===== src/rtl/fetch_pc_unit.sv =====
// fetch_pc_unit: owns the architectural fetch PC, applies PCSrc redirects from EX and
// runs a single-outstanding request/response fetch to IMEM, presenting {inst, PC} to decode.
// Optional feature macro: FETCH_MISALIGN_CHECK_EN
//   defined   : misaligned redirect targets are not fetched; PC goes to the trap vector
//               and o_misaligned pulses together with o_flush.
//   undefined : o_misaligned is tied low and target bits [1:0] are forced to 00.
module fetch_pc_unit #(
   parameter int unsigned     XLEN     = 32,
   parameter logic [XLEN-1:0] RESET_PC = '0
) (
   input  logic            i_clk,
   input  logic            i_rst,
   input  logic            i_redirectValid,
   input  logic [1:0]      i_PCSrc,
   input  logic [XLEN-1:0] i_branchTarget,
   input  logic [XLEN-1:0] i_jalrTarget,
   input  logic [XLEN-1:0] i_mtvec,
   input  logic            i_stall,
   output logic            o_imemReq,
   output logic [XLEN-1:0] o_imemAddr,
   input  logic            i_imemGnt,
   input  logic            i_imemRvalid,
   input  logic [31:0]     i_imemRdata,
   output logic            o_instValid,
   output logic [31:0]     o_inst,
   output logic [XLEN-1:0] o_instPC,
   output logic            o_flush,
   output logic            o_misaligned
);

   localparam logic [1:0]      SRC_SEQ    = 2'b00;
   localparam logic [1:0]      SRC_BRANCH = 2'b01;
   localparam logic [1:0]      SRC_JALR   = 2'b11;
   localparam logic [XLEN-1:0] PC_STEP    = XLEN'(4);

   typedef enum logic [1:0] {
      ST_BOOT    = 2'd0,
      ST_REQ     = 2'd1,
      ST_WAIT    = 2'd2,
      ST_DISCARD = 2'd3
   } state_t;

   state_t          r_state;
   logic [XLEN-1:0] r_pc;
   logic            r_instValid;
   logic [31:0]     r_inst;
   logic [XLEN-1:0] r_instPC;
   logic            r_flush;

   logic            w_redirect;
   logic [XLEN-1:0] w_trapVec;
   logic [XLEN-1:0] w_target;
   logic            w_imemReq;
   logic            w_reqAccepted;

   assign w_redirect    = i_redirectValid & (i_PCSrc != SRC_SEQ);
   assign w_trapVec     = {i_mtvec[XLEN-1:2], 2'b00};
   // A held instruction blocks new requests so no response can overwrite it
   assign w_imemReq     = (r_state == ST_REQ) & ~(r_instValid & i_stall);
   assign w_reqAccepted = w_imemReq & i_imemGnt;

`ifdef FETCH_MISALIGN_CHECK_EN
   logic [XLEN-1:0] w_rawTarget;
   logic            w_targetMisaligned;
   logic            r_misaligned;
   logic            w_unused;

   // Resolve the raw redirect target and flag targets that are not word aligned
   always_comb begin
      w_rawTarget        = w_trapVec;
      w_targetMisaligned = 1'b0;
      case (i_PCSrc)
         SRC_BRANCH: begin
            w_rawTarget        = i_branchTarget;
            w_targetMisaligned = |i_branchTarget[1:0];
         end
         SRC_JALR: begin
            w_rawTarget        = {i_jalrTarget[XLEN-1:1], 1'b0};
            w_targetMisaligned = i_jalrTarget[1];
         end
         default: begin
            w_rawTarget        = w_trapVec;
            w_targetMisaligned = 1'b0;
         end
      endcase
   end

   assign w_target = w_targetMisaligned ? w_trapVec : w_rawTarget;

   // Misaligned-target pulse, aligned with the flush it accompanies
   always_ff @(posedge i_clk or posedge i_rst) begin
      if (i_rst) begin
         r_misaligned <= 1'b0;
      end else begin
         r_misaligned <= w_redirect & w_targetMisaligned;
      end
   end

   assign o_misaligned = r_misaligned;
   assign w_unused     = &{1'b0, i_mtvec[1:0], i_jalrTarget[0]};
`else
   logic w_unused;

   // Resolve the redirect target, always forced to a word boundary
   always_comb begin
      w_target = w_trapVec;
      case (i_PCSrc)
         SRC_BRANCH: w_target = {i_branchTarget[XLEN-1:2], 2'b00};
         SRC_JALR:   w_target = {i_jalrTarget[XLEN-1:2], 2'b00};
         default:    w_target = w_trapVec;
      endcase
   end

   assign o_misaligned = 1'b0;
   assign w_unused     = &{1'b0, i_mtvec[1:0], i_branchTarget[1:0], i_jalrTarget[1:0]};
`endif

   // Fetch FSM, PC register and decode output register
   always_ff @(posedge i_clk or posedge i_rst) begin
      if (i_rst) begin
         r_state     <= ST_BOOT;
         r_pc        <= RESET_PC;
         r_instValid <= 1'b0;
         r_inst      <= '0;
         r_instPC    <= '0;
         r_flush     <= 1'b0;
      end else begin
         r_flush <= w_redirect;

         // Decode consumed the held instruction
         if (r_instValid && !i_stall) begin
            r_instValid <= 1'b0;
         end

         // Redirect wins over stall and sequential advance in every state
         if (w_redirect) begin
            r_pc        <= w_target;
            r_instValid <= 1'b0;
         end

         case (r_state)
            ST_BOOT: begin
               r_state <= ST_REQ;
            end
            ST_REQ: begin
               if (w_reqAccepted) begin
                  r_state <= w_redirect ? ST_DISCARD : ST_WAIT;
               end
            end
            ST_WAIT: begin
               if (i_imemRvalid) begin
                  r_state <= ST_REQ;
                  if (!w_redirect) begin
                     r_inst      <= i_imemRdata;
                     r_instPC    <= r_pc;
                     r_instValid <= 1'b1;
                     r_pc        <= r_pc + PC_STEP;
                  end
               end else if (w_redirect) begin
                  r_state <= ST_DISCARD;
               end
            end
            ST_DISCARD: begin
               if (i_imemRvalid) begin
                  r_state <= ST_REQ;
               end
            end
            default: begin
               r_state <= ST_BOOT;
            end
         endcase
      end
   end

   assign o_imemReq   = w_imemReq;
   assign o_imemAddr  = r_pc;
   assign o_instValid = r_instValid;
   assign o_inst      = r_inst;
   assign o_instPC    = r_instPC;
   assign o_flush     = r_flush;

endmodule

===== config.mk =====
export PLATFORM = sky130hd
export DESIGN_NAME = fetch_pc_unit
export DESIGN_NICKNAME = d
export VERILOG_FILES = /design/src/rtl/fetch_pc_unit.sv
export SDC_FILE = /design/constraint.sdc
export NUM_CORES = 1
export LEC_CHECK = 0
export CAP_MARGIN = 10
export CELL_PAD_IN_SITES_DETAIL_PLACEMENT = 1
export CELL_PAD_IN_SITES_GLOBAL_PLACEMENT = 1
export CORE_MARGIN = 2
export CORE_UTILIZATION = 32
export CTS_BUF_LIST = sky130_fd_sc_hd__clkbuf_4 sky130_fd_sc_hd__clkbuf_8 sky130_fd_sc_hd__clkbuf_16
export CTS_CLUSTER_SIZE = 12
export DETAILED_ROUTE_END_ITERATION = 7
export GPL_TIMING_DRIVEN = 0
export PLACE_DENSITY_LB_ADDON = 0.1
export SETUP_SLACK_MARGIN = 0.15
export SYNTH_ARGS = -nofsm -noshare
export SYNTH_HDL_FRONTEND = slang
export SYNTH_SLANG_ARGS = --single-unit

===== constraint.sdc =====
create_clock -name i_clk -period 7.6 [get_ports i_clk]
set_input_delay 1.52 -clock i_clk [delete_from_list [all_inputs] [get_ports i_clk]]
set_output_delay 1.52 -clock i_clk [all_outputs]
set_load 0.005 [all_outputs]

# Yosys cells after proc, flatten, opt, wreduce, memory -nomap -nowiden
# Cells that the tools add are included.
[word_totals]
in_bits = 136
regBits = 100
elab_cells = 43
out_inout_bits = 100
[op_classes]
mux = 16
n_reduce_logical = 6
bitwise_logic = 6
addsub = 1
n_eq_ne = 8
[op_table]
columns = ["cell", "n"]
rows = [
  ["32-bit 2-to-1 mux", 4],
  ["32-bit one-hot mux with 2 select lines", 1],
  ["32-bit by 3-bit adder with 32-bit output, second input constant", 1],
  ["2-bit 2-to-1 mux", 4],
  ["2-bit one-hot mux with 4 select lines", 1],
  ["2-bit == test, second input constant", 3],
  ["1-bit 2-to-1 mux", 6],
  ["3-bit AND reduction", 2],
  ["1-bit bitwise AND", 4],
  ["2-bit by 1-bit == test with 1-bit output, second input constant", 2],
  ["2-bit inequality test, second input constant", 2],
  ["3-bit inequality test, second input constant", 1],
  ["2-bit zero test", 1],
  ["1-bit inverter", 2],
  ["2-bit nonzero test", 1],
  ["1-bit logical AND", 1],
  ["1-bit zero test", 1],
]

# Logic depth before layout (Yosys ltp)
[logic_depth]
word_depth = 7
ltp_mapped = 9
mapped_depth_nobuf = 6

# Worst setup path after synthesis
# No wires, ideal clock.
[synth_timing]
path_type = "input to output"
startpoint = "input port i_stall"
endpoint = "output port o_imemReq"
stages = 2
path_buffers = 0
required_time_ps = 6080
path_slack_ps = 4350
t_arrival_ps = 1730
path_cell_list = "nand2_1 -> and2_1"
[synth_between]
elab_chain_cells = 3
[synth_lines]
columns = ["element", "line", "source"]
rows = [
  ["start, declared", "18", "input logic i_stall,"],
  ["1-bit bitwise AND", "59", "assign w_imemReq = (r_state == ST_REQ) & ~(r_instValid & i_stall);"],
  ["1-bit inverter", "59", ""],
  ["1-bit bitwise AND", "59", ""],
  ["end, declared", "19", "output logic o_imemReq,"],
]
# Every way passes these cells.

# Worst setup path in the final report
# Ends and elaborated chain as after synthesis.

==> results by group <==
Status
  • Status: finished clean

Clocking
  • H-tree level count: 3
  • # resized after CTS: 0
  • CTS tree: built
  • Num CTS Buffers: 9
  • Hold_buf cts: 0
  • Worst-case clock buffer depth: 2
  • Clock Pin Slew Worst Setup and Hold Paths: 70 ps
  • Clk_lat worst skew: around 350 ps
  • Postcts setup bufs: 0
  • Root buffer cell: clkbuf_16
  • Clock sinks: 100

Critical path
  • Critical-path maximum fanout: 3
  • CP startpoint kind: input port
  • Cell Chain, Critical Path: clkdlybuf4s50_1 > nand2_1 > and2_1 > clkdlybuf4s50_1
  • Slowest cell on crit path: clkdlybuf4s50_1
  • Crit path top cell by count: clkdlybuf4s50_1
  • Worst path max stage delay: around 480 ps
  • CP arrival: around 2700 ps
  • Critical path class: in -> out
  • Worst path required time: between 6000 and 7000 ps
  • CP Capture Type: output pin

STA
  • RSZ-0062 raised after global routing: no
  • Tcrit/Tclk final: roughly 56%
  • Slew Limit Fails: 0
  • Max-Slew Margin vs Limit: 36.06%
  • FMAX: between 200 and 250 MHz
  • Setup total negative slack: 0 ps
  • Final critical-path required period: around 4200 ps
  • Final Hold Vio Count: 0
  • Setup violations, final: 0
  • Slew @ Worst Pin: between 900 and 1000 ps
  • Clk_skew: around 9 ps

Yosys
  • Mux cell area share after synthesis: under 10%
  • Yosys Warn Count: 0
  • Post-Synth Simple-Gate Area: between 20% and 30%
  • Ys async rst share: 100.0%
  • Area share of fa/ha/maj cells after synthesis: less than 1%
  • Seq/Total Area, Yosys: 48.78%
  • Compound-gate portion of the synthesized area: roughly 11%
  • Mapped Area: 0.005130 sq mm
  • Yosys reg bits: 100
  • Post-synth EDFFs: 0
  • Synth unique cells: 46
  • Avg Cell Area, Syn: ~8.5 sq um
  • Syn nets: between 700 and 800
  • Largest family of logic cells by synthesized area: simple AND/OR/NAND/NOR gates
  • Post-synthesis cell count: 603
  • Post-synth top flop: dfrtp_1
  • Xor-xnor portion of the synthesized cell area: around 1.4%

Floorplanning
  • Number of top-level pins: 236
  • Die area: 0.01706 sq mm
  • Die H: between 100 and 150 microns
  • Die X: around 130 microns
  • Rows: between 40 and 50
  • Core area: roughly 0.016 sq mm
  • Starting Density: about a third

Detailed routing
  • DR top layer: met4
  • WL met2: ~10000 microns
  • DRT iter0 DRCs: 248
  • Drc violations: 0
  • Via count: 5400
  • Detailed-routing wirelength on met1: a little under 9000 microns
  • Drt pass-1 iters: 4
  • WL per Instance: a little under 20 microns
  • Routed Antenna Nets: 0
  • Met3 routed WL: between 1500 and 2000 microns
  • Drt total wl: between 20000 and 25000 microns
  • Via/cell ratio: 5.094

GRT
  • Maximum number of pins on one net before global-route repair: 56
  • Initial antenna violation count: 0
  • Total Routing Usage GR: 24.41%
  • GR Overflow Total: 0
  • First-pass GRT wire length: between 30000 and 40000 microns
  • Number of global-route vias before repair: 5710

Place
  • Buffers on Ports: 225
  • DPL Wire Length: ~16000 microns
  • RD Place Congestion: between 0.8 and 0.9

Power
  • Final total power: around 2.2 mW
  • Max VDD drop: between 0.1 and 0.15 mV
  • Leak: 3.510 nW
  • Pwr Density: roughly 270 mW/mm^2

Layout
  • Leading cell type in the layout, fill and taps excluded: clkdlybuf4s50_1
  • Nets: between 900 and 1000
  • Most frequent cells in the layout: clkdlybuf4s50_1 (225), nand2_1 (224), dfrtp_1 (100), clkbuf_1 (32), nor2_1 (28)
  • Synth-to-Final Area Change: 55.44%
  • Antenna cells: 0
  • Fraction of layout cells with a size suffix above 1: 3.436%

Min path
  • Worst hold path type: reg -> reg

Job
  • Max_cap viols: 0
## kinds of logic after synthesis
group / Yosys count
AOI/OAI and AO/OA: 84
muxes: 32
other: 1
xor gates and xnor gates: 8
adders and majority gates: 4
buffers and inverters: 47
and+or+nand+nor: 327
DFF: 100
## metrics by stage
stage	cells	hold WS (ps)	utilization, %	setup WS (ps)	instance area, sq um
3_3_place_gp	1044	457.5	48.52	1740	7652
6_report	1060	476.4	50.56	3365	7974
4_1_cts	1060	478.6	50.56	3376	7974
5_1_grt	1060	506.4	50.56	3350	7974
2_1_floorplan	603	469.7	-	3461	5130
3_5_place_dp	1045	461.9	48.71	3384	7682
## worst max-delay path, delay by kind of cell
| family | cells | cell delay (ps) |
|---|---|---|
| AND/OR/NAND/NOR | 2 | 260 |
| buffers and inverters | 2 | 940 |
## power by group
part | switching, mW | leakage, nW | internal, mW
Clock | 0.206 | 0.144 | 0.261
Sequential | 0.141 | 1.22 | 0.719
Combinational | 0.354 | 2.15 | 0.501
Total | 0.702 | 3.51 | 1.48
## synthesized netlist by cell type, drive strengths merged (5+ instances only)
cell    number  area share (%)
xor2         5            0.85
nand4       12             1.7
and2         7            0.85
mux2         5             1.1
o211ai       5            0.73
o21ai       17             1.7
nand3       15             1.5
and4         7             1.2
or4         13             1.9
mux2i       27             5.3
nand2      224              16
clkbuf      33             2.4
or3          5            0.61
a22oi        7             1.0
nor2        28             2.0
a31oi       12             1.5
inv          6            0.44
a21oi       16             1.6
o31ai        6            0.88
buf          7            0.66
dfrtp      100              49
and3         6            0.73
## flip-flops by register name, indices dropped and copies added, names as in the netlist
| signal | cells |
|---|---|
| o_flush | 1 |
| o_imemAddr | 32 |
| o_inst | 32 |
| o_instPC | 32 |
| o_instValid | 1 |
| r_state | 2 |
## path summary, 6_finish.rpt
kind,start,endpoint,slack [ps],cells after the start
worst max-delay path,i_stall,o_imemReq,3370,4
worst min-delay path,o_inst[31],o_inst[31],480,2
worst max register to register,r_state[0],o_instPC[3],4950,9
worst min register to register,o_inst[31],o_inst[31],480,2
max in group asynchronous,i_rst,o_imemAddr[15],5230,3
min in group asynchronous,i_rst,o_instPC[27],1670,2
## layout make-up
cell class,count,area (sq um)
multi-input combinational,456,2442
buffer,40,158.9
clock buffer,10,239.0
tap,216,270.3
fill,1884,7796
sequential,100,2502
timing repair buffer,226,2280
inverter,7,28.78
clock inverter,5,52.55
## routing by layer
layer  vias to the layer above  GRT usage (%)
met5                         -              0
met4                         0          5.882
met3                        17          6.270
met2                       207          41.61
met1                      2643          31.23
li1                       2533              -
Note: power is estimated with default switching activity, not from simulation.
